### src/rtl/ul_spectrum_reader_pkg.sv
`default_nettype none
// ============================================================================
// Module   : ul_spectrum_reader_pkg
// Brief    : Shared state encoding, sync words and defaults for the reader.
// Revision : 1.0 - initial release
// ============================================================================
package ul_spectrum_reader_pkg;

    typedef enum logic [1:0] {
        ST_IDLE  = 2'd0,
        ST_HDR   = 2'd1,
        ST_READ  = 2'd2,
        ST_DRAIN = 2'd3
    } state_t;

    localparam logic [15:0] c_SYNC_HI        = 16'h7FFF;
    localparam logic [15:0] c_SYNC_LO        = 16'h8000;
    localparam int          c_DEFAULT_N_BINS = 1024;
    localparam int          c_DEFAULT_RD_LAT = 2;

    function automatic logic [10:0] clamp_nbins(input logic [10:0] req,
                                                input logic [10:0] max_bins);
        return ((req == 11'd0) || (req > max_bins)) ? max_bins : req;
    endfunction

endpackage
`default_nettype wire

### src/rtl/ul_rd_pipe.sv
`default_nettype none
// ============================================================================
// Module   : ul_rd_pipe
// Brief    : DEPTH-deep valid/sof/eof shift register matching RAM read latency.
// Revision : 1.0 - initial release
// ============================================================================
module ul_rd_pipe #(
    parameter int DEPTH = 2
) (
    input  logic clk_i,
    input  logic rst_i,
    input  logic valid_i,
    input  logic sof_i,
    input  logic eof_i,
    output logic valid_o,
    output logic sof_o,
    output logic eof_o
);

    generate
        if (DEPTH == 0) begin : g_bypass
            assign valid_o = valid_i;
            assign sof_o   = sof_i;
            assign eof_o   = eof_i;
        end else begin : g_shift
            logic [DEPTH-1:0] r_valid;
            logic [DEPTH-1:0] r_sof;
            logic [DEPTH-1:0] r_eof;

            always_ff @(posedge clk_i or negedge rst_i) begin
                if (!rst_i) begin
                    r_valid <= '0;
                    r_sof   <= '0;
                    r_eof   <= '0;
                end else begin
                    r_valid[0] <= valid_i;
                    r_sof[0]   <= sof_i;
                    r_eof[0]   <= eof_i;
                    for (int i = 1; i < DEPTH; i++) begin
                        r_valid[i] <= r_valid[i-1];
                        r_sof[i]   <= r_sof[i-1];
                        r_eof[i]   <= r_eof[i-1];
                    end
                end
            end

            assign valid_o = r_valid[DEPTH-1];
            assign sof_o   = r_sof[DEPTH-1];
            assign eof_o   = r_eof[DEPTH-1];
        end
    endgenerate

endmodule
`default_nettype wire

### src/rtl/ul_spectrum_reader.sv
`default_nettype none
// ============================================================================
// Module   : ul_spectrum_reader
// Brief    : Streams an accumulated spectrum buffer out as 16-bit sample pairs.
//            Define UL_FRAME_HEADER_EN to prefix each frame with a 2-word header
//            (header mode expects RD_LAT >= 2).
// Revision : 1.0 - initial release
// ============================================================================
module ul_spectrum_reader
    import ul_spectrum_reader_pkg::*;
#(
    parameter int N_BINS = c_DEFAULT_N_BINS,
    parameter int RD_LAT = c_DEFAULT_RD_LAT
) (
    input  logic                      clk_i,
    input  logic                      rst_i,
    input  logic                      start_i,
    input  logic [10:0]               nbins_i,
    output logic                      rd_en_o,
    output logic [$clog2(N_BINS)-1:0] rd_addr_o,
    input  logic [31:0]               rd_data_i,
    output logic [15:0]               y0_o,
    output logic [15:0]               y0z_o,
    output logic                      valid_o,
    output logic                      sof_o,
    output logic                      eof_o,
    output logic                      busy_o,
    output logic                      overrun_o,
    output logic [15:0]               frame_cnt_o
);

    localparam int          ADDR_W     = $clog2(N_BINS);
    localparam logic [10:0] c_MAX_BINS = 11'(N_BINS);

    state_t              r_state;
    logic [10:0]         r_nbins;
    logic                r_rd_en;
    logic [ADDR_W-1:0]   r_rd_addr;
    logic                r_busy;
    logic                r_overrun;
    logic [15:0]         r_frame_cnt;
    logic [15:0]         r_y0;
    logic [15:0]         r_y0z;
    logic                r_valid;
    logic                r_sof;
    logic                r_eof;
`ifdef UL_FRAME_HEADER_EN
    logic [7:0]          r_hdr_cnt;
`endif

    logic [ADDR_W-1:0]   w_last_addr;
    logic                w_rd_last;
    logic                w_first_tag;
    logic                w_p_valid;
    logic                w_p_sof;
    logic                w_p_eof;

    assign w_last_addr = ADDR_W'(r_nbins - 11'd1);
    assign w_rd_last   = r_rd_en && (r_rd_addr == w_last_addr);
`ifdef UL_FRAME_HEADER_EN
    assign w_first_tag = 1'b0;
`else
    assign w_first_tag = r_rd_en && (r_rd_addr == '0);
`endif

    ul_rd_pipe #(
        .DEPTH   (RD_LAT)
    ) u_rd_pipe (
        .clk_i   (clk_i),
        .rst_i   (rst_i),
        .valid_i (r_rd_en),
        .sof_i   (w_first_tag),
        .eof_i   (w_rd_last),
        .valid_o (w_p_valid),
        .sof_o   (w_p_sof),
        .eof_o   (w_p_eof)
    );

    always_ff @(posedge clk_i or negedge rst_i) begin
        if (!rst_i) begin
            r_state     <= ST_IDLE;
            r_nbins     <= 11'd0;
            r_rd_en     <= 1'b0;
            r_rd_addr   <= '0;
            r_busy      <= 1'b0;
            r_overrun   <= 1'b0;
            r_frame_cnt <= 16'd0;
            r_y0        <= 16'd0;
            r_y0z       <= 16'd0;
            r_valid     <= 1'b0;
            r_sof       <= 1'b0;
            r_eof       <= 1'b0;
`ifdef UL_FRAME_HEADER_EN
            r_hdr_cnt   <= 8'd0;
`endif
        end else begin
            r_valid <= w_p_valid;
            r_sof   <= w_p_sof;
            r_eof   <= w_p_eof;
            r_y0    <= w_p_valid ? rd_data_i[31:16] : 16'd0;
            r_y0z   <= w_p_valid ? rd_data_i[15:0]  : 16'd0;
            if (w_p_valid && w_p_eof) begin
                r_frame_cnt <= r_frame_cnt + 16'd1;
            end
`ifdef UL_FRAME_HEADER_EN
            // Header words land in the two output slots just ahead of the first data word.
            if (r_hdr_cnt != 8'd0) begin
                r_hdr_cnt <= r_hdr_cnt - 8'd1;
            end
            if (r_hdr_cnt == 8'd2) begin
                r_valid <= 1'b1;
                r_sof   <= 1'b1;
                r_y0    <= c_SYNC_HI;
                r_y0z   <= c_SYNC_LO;
            end else if (r_hdr_cnt == 8'd1) begin
                r_valid <= 1'b1;
                r_y0    <= r_frame_cnt;
                r_y0z   <= {5'b0, r_nbins};
            end
`endif
            if (r_rd_en) begin
                if (w_rd_last) begin
                    r_rd_en   <= 1'b0;
                    r_rd_addr <= '0;
                end else begin
                    r_rd_addr <= r_rd_addr + ADDR_W'(1);
                end
            end

            if (start_i && (r_state != ST_IDLE)) begin
                r_overrun <= 1'b1;
            end

            case (r_state)
                ST_IDLE: begin
                    if (start_i) begin
                        r_nbins   <= clamp_nbins(nbins_i, c_MAX_BINS);
                        r_rd_en   <= 1'b1;
                        r_rd_addr <= '0;
                        r_busy    <= 1'b1;
`ifdef UL_FRAME_HEADER_EN
                        r_hdr_cnt <= 8'(RD_LAT);
                        r_state   <= ST_HDR;
`else
                        r_state   <= ST_READ;
`endif
                    end
                end
                ST_HDR: begin
`ifdef UL_FRAME_HEADER_EN
                    if (r_hdr_cnt == 8'd1) begin
                        r_state <= ST_READ;
                    end
`else
                    r_state <= ST_READ;
`endif
                end
                ST_READ: begin
                    if (!r_rd_en || w_rd_last) begin
                        r_state <= ST_DRAIN;
                    end
                end
                ST_DRAIN: begin
                    r_state <= ST_DRAIN;
                end
            endcase

            // eof_o is on the wire this cycle; the frame closes at this edge.
            if (r_eof) begin
                r_state <= ST_IDLE;
                r_busy  <= 1'b0;
            end
        end
    end

    assign rd_en_o     = r_rd_en;
    assign rd_addr_o   = r_rd_addr;
    assign y0_o        = r_y0;
    assign y0z_o       = r_y0z;
    assign valid_o     = r_valid;
    assign sof_o       = r_sof;
    assign eof_o       = r_eof;
    assign busy_o      = r_busy;
    assign overrun_o   = r_overrun;
    assign frame_cnt_o = r_frame_cnt;

endmodule
`default_nettype wire

### config.mk
export PLATFORM = sky130hd
export DESIGN_NAME = ul_spectrum_reader
export DESIGN_NICKNAME = d
export VERILOG_FILES = /design/src/rtl/ul_spectrum_reader_pkg.sv /design/src/rtl/ul_rd_pipe.sv /design/src/rtl/ul_spectrum_reader.sv
export SDC_FILE = /design/constraint.sdc
export NUM_CORES = 1
export LEC_CHECK = 0
export CORE_ASPECT_RATIO = 0.8
export CORE_UTILIZATION = 30
export DETAILED_ROUTE_END_ITERATION = 8
export HOLD_SLACK_MARGIN = 0.06
export SLEW_MARGIN = 0
export SYNTH_ARGS = -nofsm -noshare
export SYNTH_HDL_FRONTEND = slang
export SYNTH_SLANG_ARGS = --single-unit
### constraint.sdc
create_clock -name clk_i -period 2.7 [get_ports clk_i]
set_clock_uncertainty 0.1 [all_clocks]
set_input_delay 0.54 -clock clk_i [delete_from_list [all_inputs] [get_ports clk_i]]
set_output_delay 0.54 -clock clk_i [all_outputs]
set_load 0.05 [all_outputs]
**After elaboration in Yosys (flattened, before gate mapping)**

Index checks and enable logic that the tools add are counted.

- $add $sub $neg: 3
- $lt $le $gt $ge: 1
- Equal/unequal tests: 6
- Mux-type cells: 18
- Reduce and logical (&&, ||, !) cells: 16

Operators by type and width:

| kind | number |
|---|---|
| 2-to-1 mux 10 bit | 5 |
| 2-to-1 mux 16 bit | 2 |
| adder 16 x 1 -> 16 bit, second input constant | 1 |
| > comparator 11 bit, second input constant | 1 |
| logical NOT 11 bit | 1 |
| adder 10 x 1 -> 10 bit, second input constant | 1 |
| equality test 10 bit | 1 |
| logical NOT 10 bit | 1 |
| subtractor 10 x 1 -> 10 bit, second input constant | 1 |
| one-hot mux 2 bit (4 select lines) | 1 |
| 2-to-1 mux 1 bit | 7 |
| 2-to-1 mux 2 bit | 3 |
| != test 3 bit, second input constant | 2 |
| AND reduction 2 bit | 3 |
| nonzero test 2 bit | 3 |
| equality test 2 bit, second input constant | 2 |
| logical AND 1 bit | 4 |
| equality test 2 x 1 -> 1 bit, second input constant | 1 |
| logical NOT 2 bit | 1 |
| logical OR 1 bit | 2 |
| logical NOT 1 bit | 1 |

- Register bits: 82
- Output and inout bits: 64

**Longest topological paths before layout**

- Word-level depth: 7
- Gate-level depth with buffers: 7
- Gate-level depth less buffers: 7

**Hierarchy**

From an unflattened synthesis, not the netlist that was laid out.

- Cells, all modules: 325
- Area, all modules: 3580.9 um^2

By module, submodules not included:

| module | instances | cells each | area an instance (um^2) | sequential area each (um^2) |
|---|---|---|---|---|
| ul_spectrum_reader | 1 | 319 | 3430.8 | 1901.8 |
| ul_rd_pipe | 1 | 6 | 150.1 | 150.1 |

**Worst setup path after synthesis**

Ideal clock, no wire load.

- Kind: register -> register
- From: register r_rd_addr[5], in the netlist rd_addr_o[5]
- To: register r_rd_addr[1], in the netlist rd_addr_o[1]
- Library setup time: 0.139 ns
- Data arrival time: 2.539 ns
- Required time: 2.461 ns
- Setup slack: -0.079 ns
- Stages on the path, launching flop included: 7
- Path buffers: 1
- Period minus slack after synthesis: 2.779 ns
- Cells stage by stage: dfrtp_1 buf_6 or3b_1 or4_1 a2111o_1 a211oi_4 o21ai_0

- Word-level cells in the longest chain between the ends: 6

RTL lines:

| element | RTL line | source |
|---|---|---|
| start: declaration | ul_spectrum_reader.sv:38 | `logic [ADDR_W-1:0] r_rd_addr;` |
| start signal: assignment | ul_spectrum_reader.sv:126 | `r_rd_addr <= r_rd_addr + ADDR_W'(1);` |
| equality test 10 bit (*) | ul_spectrum_reader.sv:59 | `assign w_rd_last = r_rd_en && (r_rd_addr == w_last_addr);` |
| logical AND 1 bit (*) | ul_spectrum_reader.sv:59 |  |
| 2-to-1 mux 10 bit (*) | ul_spectrum_reader.sv:122 | `if (w_rd_last) begin` |
| 2-to-1 mux 10 bit (*) | ul_spectrum_reader.sv:121 | `if (r_rd_en) begin` |
| 2-to-1 mux 10 bit | ul_spectrum_reader.sv:136 | `if (start_i) begin` |
| 2-to-1 mux 10 bit (*) | ul_spectrum_reader.sv:134 | `case (r_state)` |

Every way passes the cells marked *; elsewhere a longest branch is shown, timed or not.
A chain may end at the register's enable or synchronous reset.

**Worst setup path after layout**

- From: register r_nbins[0]
- To: register r_rd_addr[1], in the netlist rd_addr_o[1]

- Word-level cells in the longest chain between the ends: 7

RTL lines:

| element | RTL line | source |
|---|---|---|
| start: declaration | ul_spectrum_reader.sv:36 | `logic [10:0] r_nbins;` |
| start signal: assignment | ul_spectrum_reader.sv:137 | `r_nbins <= clamp_nbins(nbins_i, c_MAX_BINS);` |
| subtractor 10 x 1 -> 10 bit (*) | ul_spectrum_reader.sv:58 | `assign w_last_addr = ADDR_W'(r_nbins - 11'd1);` |
| equality test 10 bit (*) | ul_spectrum_reader.sv:59 |  |
| logical AND 1 bit (*) | ul_spectrum_reader.sv:59 |  |
| 2-to-1 mux 10 bit (*) | ul_spectrum_reader.sv:122 |  |
| 2-to-1 mux 10 bit (*) | ul_spectrum_reader.sv:121 |  |
| 2-to-1 mux 10 bit | ul_spectrum_reader.sv:136 |  |
| 2-to-1 mux 10 bit (*) | ul_spectrum_reader.sv:134 |  |

Marked as above.

==> flow_metrics.tcl <==
set metrics [dict create \
    status "complete, no violations" \
    drive_gt1_share_pct 7.901 \
    cts_tree "done" \
    dpl_cell_area_mm2 0.004843 \
    place_hpwl_mm 6.149 \
    core_area_mm2 0.01156 \
    hp-class "in2async" \
    synth_cell_types 49 \
    use_met3_pct 5.103 \
    start_kind "flop" \
    ys_top_cells_by_area "dfrtp_1 57%, and2_1 5.9%, xnor2_1 4.9%, nand2_1 3.2%, xor2_1 3.2%" \
    gr-usage-met1_pct 18.51 \
    grt.met2_usage_pct 23.33 \
    synth_nets 375 \
    postRouteAntennaNets 0 \
    synth_top_cell_by_area "dfrtp_1" \
    seq_area_frac_synth_pct 57.30 \
    fmax_ghz 0.4003 \
    slew_headroom_pct 60.41 \
    r2r_slack_ns 0.20 \
    worstPathRequired_ns 2.81 \
    pre_cts_ws_ns 0.2289 \
    syn_inst 325 \
    finalWirelength_mm 8.518 \
    fin_area_mm2 0.005161 \
    finalWorstSetupSlack_ns 0.2018 \
    tightest_slew_ns 0.5938 \
    clock_sinks 82 \
    crit_start "r_nbins[0]" \
    die_x_um 124.2 \
    finalHoldViolations 0 \
    grt_max_degree 44 \
    tns_ns 0 \
    path_clk_slew_ns 0.06 \
    firstDrtPassIters 4 \
    rr_startpoint "r_nbins[0]" \
    antenna_cells 0 \
    drc 0 \
    cts_inserted_buffers 9 \
    ir_drop_mv 0.4051 \
    root_buffer "clkbuf_16" \
    grt_use_total_pct 14.69 \
    clk_latency_ns 0.33 \
    power_density_mw_per_mm2 930.9 \
    ys_seq_elements 82 \
    areaGrowthSynthToFinish_pct 44.13 \
    gp_congestion 0.8200 \
    setup_violations 0 \
    start_util_pct 30.97 \
    synth_area_per_cell_um2 11.02 \
    r2r_cells 8 \
    post-route-period-util_pct 92.53 \
    async_reset_ff_share_pct 100.0 \
    grt_setup_unrepaired "false" \
    row_count 35 \
    grt_pass1_wl_mm 13.85 \
    drt_iter0_drc 137 \
    fp.dieH_um 99.72 \
    vias 2752 \
    final_max_slew_viol_count 0 \
    num-nets-final 489 \
    end_kind "flop" \
    yosysTopAreaCellShare_pct 57.30 \
    synth_ff_type "dfrtp_1" \
    antenna_found_initial 0 \
    cp_max_fo 10 \
    synth_edf_count 0 \
    grt.busiest_layer "met2" \
    cts_hold_buf 0 \
    viasPerCell 4.657 \
    cts_max_level 3 \
    power_leakage_nw 2.212 \
    routedWlPerCell_um 14.41 \
    period_needed_ns 2.498 \
    ys_warn_count 0 \
    maxCapViolations 0 \
    path_class "reg2reg" \
    io_pins 110 \
    gr-total-overflow 0 \
    cts_buffer_depth 2 \
    grt_pass1_vias 2707 \
    io_buffers 109 \
    final_util_pct 44.64 \
    power_w 0.004805 \
    synthesis.area_mm2 0.003581 \
    r2r_end "rd_addr_o[1]" \
    die_area_mm2 0.01238 \
    arrival_ns 2.61 \
]
placed cells by master, fill, tap and decap left out, types with 2 or more instances in the layout:
master	Yosys	routed
bufinv_16	0	2
clkdlybuf4s50_1	0	108
clkinv_4	0	2
inv_1	6	6
a21oi_1	11	11
and3_1	2	2
a32oi_1	3	3
nor4_1	3	3
nand2b_1	13	13
and4_1	2	2
nor2_1	20	20
and2_1	34	34
ha_1	4	4
nor3_1	6	6
or4_1	2	2
nand2_1	31	31
nand4_1	11	11
buf_4	1	9
nand3_1	7	7
clkbuf_16	0	9
o21ai_0	10	10
nor3b_1	2	2
dfrtp_1	82	81
a22o_1	3	3
xnor2_1	20	20
xor2_1	13	13
or2_2	2	2
a21o_1	2	2
through the flow:
step | hold slack [ns] | instances
final | 0.1057 | 591
after global routing | 0.1406 | 591
after CTS | 0.1142 | 591
after detailed placement | 0.2347 | 576
after global placement | 0.2334 | 576
after floorplan | 0.1444 | 325
timing repair:
| item | CTS | global route |
|---|---|---|
| gates resized for setup | 0 | 1 |
| endpoints found under the setup margin | 0 | 10 |
| buffers inserted | 0 | 0 |
worst max-delay path by stage:
stage                        end  slack [ns]  depth (start not counted)
floorplan           rd_addr_o[1]        0.06                          6
global placement    rd_addr_o[1]        0.29                          8
detailed placement  rd_addr_o[1]        0.23                          8
CTS                 rd_addr_o[1]        0.21                          8
global route        rd_addr_o[1]       0.003                          8
finish              rd_addr_o[1]        0.20                          8
logic make-up after synthesis:
group	synth area share, %
flops	57.30
buf+inv	3.215
fa+ha+maj	1.398
mux	0.3144
compound gates	7.513
xor+xnor	8.071
simple gates	22.19
layer usage:
metal / up-vias / share of wire (%)
met4: 0 / 1.4
met1: 1320 / 46
met5: - / 0
met2: 93 / 44
li1: 1326 / -
met3: 13 / 8.1
state kept, by name (all words and copies together), names as in the netlist:
register / count
busy_o: 1
eof_o: 1
frame_cnt_o: 16
overrun_o: 1
r_nbins: 10
r_state: 2
rd_addr_o: 10
rd_en_o: 1
sof_o: 1
u_rd_pipe.g_shift.r_eof: 2
u_rd_pipe.g_shift.r_sof: 2
u_rd_pipe.g_shift.r_valid: 2
valid_o: 1
y0_o: 16
y0z_o: 16
layout make-up:
cell class              count  area [µm²]
inverters                   6       22.52
repair buffers            118        1169
multi-input cells         222        1415
fillers                  1109        6400
flip-flops and latches     82        2053
well taps                 148       185.2
clock buffers               9       225.2
clock inverters             6       91.34
synthesized netlist by cell type, types with 2 or more instances:
library cell and number:
a21o_1 2, a21oi_1 11, a22o_1 3, a32oi_1 3
and2_1 34, and3_1 2, and4_1 2, clkbuf_1 10
clkbuf_8 2, dfrtp_1 82, ha_1 4, inv_1 6
nand2_1 31, nand2b_1 13, nand3_1 7, nand4_1 11
nor2_1 20, nor3_1 6, nor3b_1 2, nor4_1 3
o21ai_0 10, or2_2 2, or4_1 2, xnor2_1 20
xor2_1 13
worst max-delay path: stages (launching register included):
cell and delay, ns:
dfrtp_1 0.44, inv_1 0.08, ha_1 0.21, or3b_2 0.48, a2111oi_1 0.39, nor2_1 0.16, a211oi_4 0.22, buf_4 0.20
o21ai_0 0.10
power by group:
group / internal (W) / leakage (nW) / switching, W
Sequential: 0.00141 / 1.01 / 0.000239
Combinational: 0.000767 / 1.04 / 0.00109
Clock: 0.000809 / 0.156 / 0.000491
No activity file was read; power rests on OpenSTA's default activity.
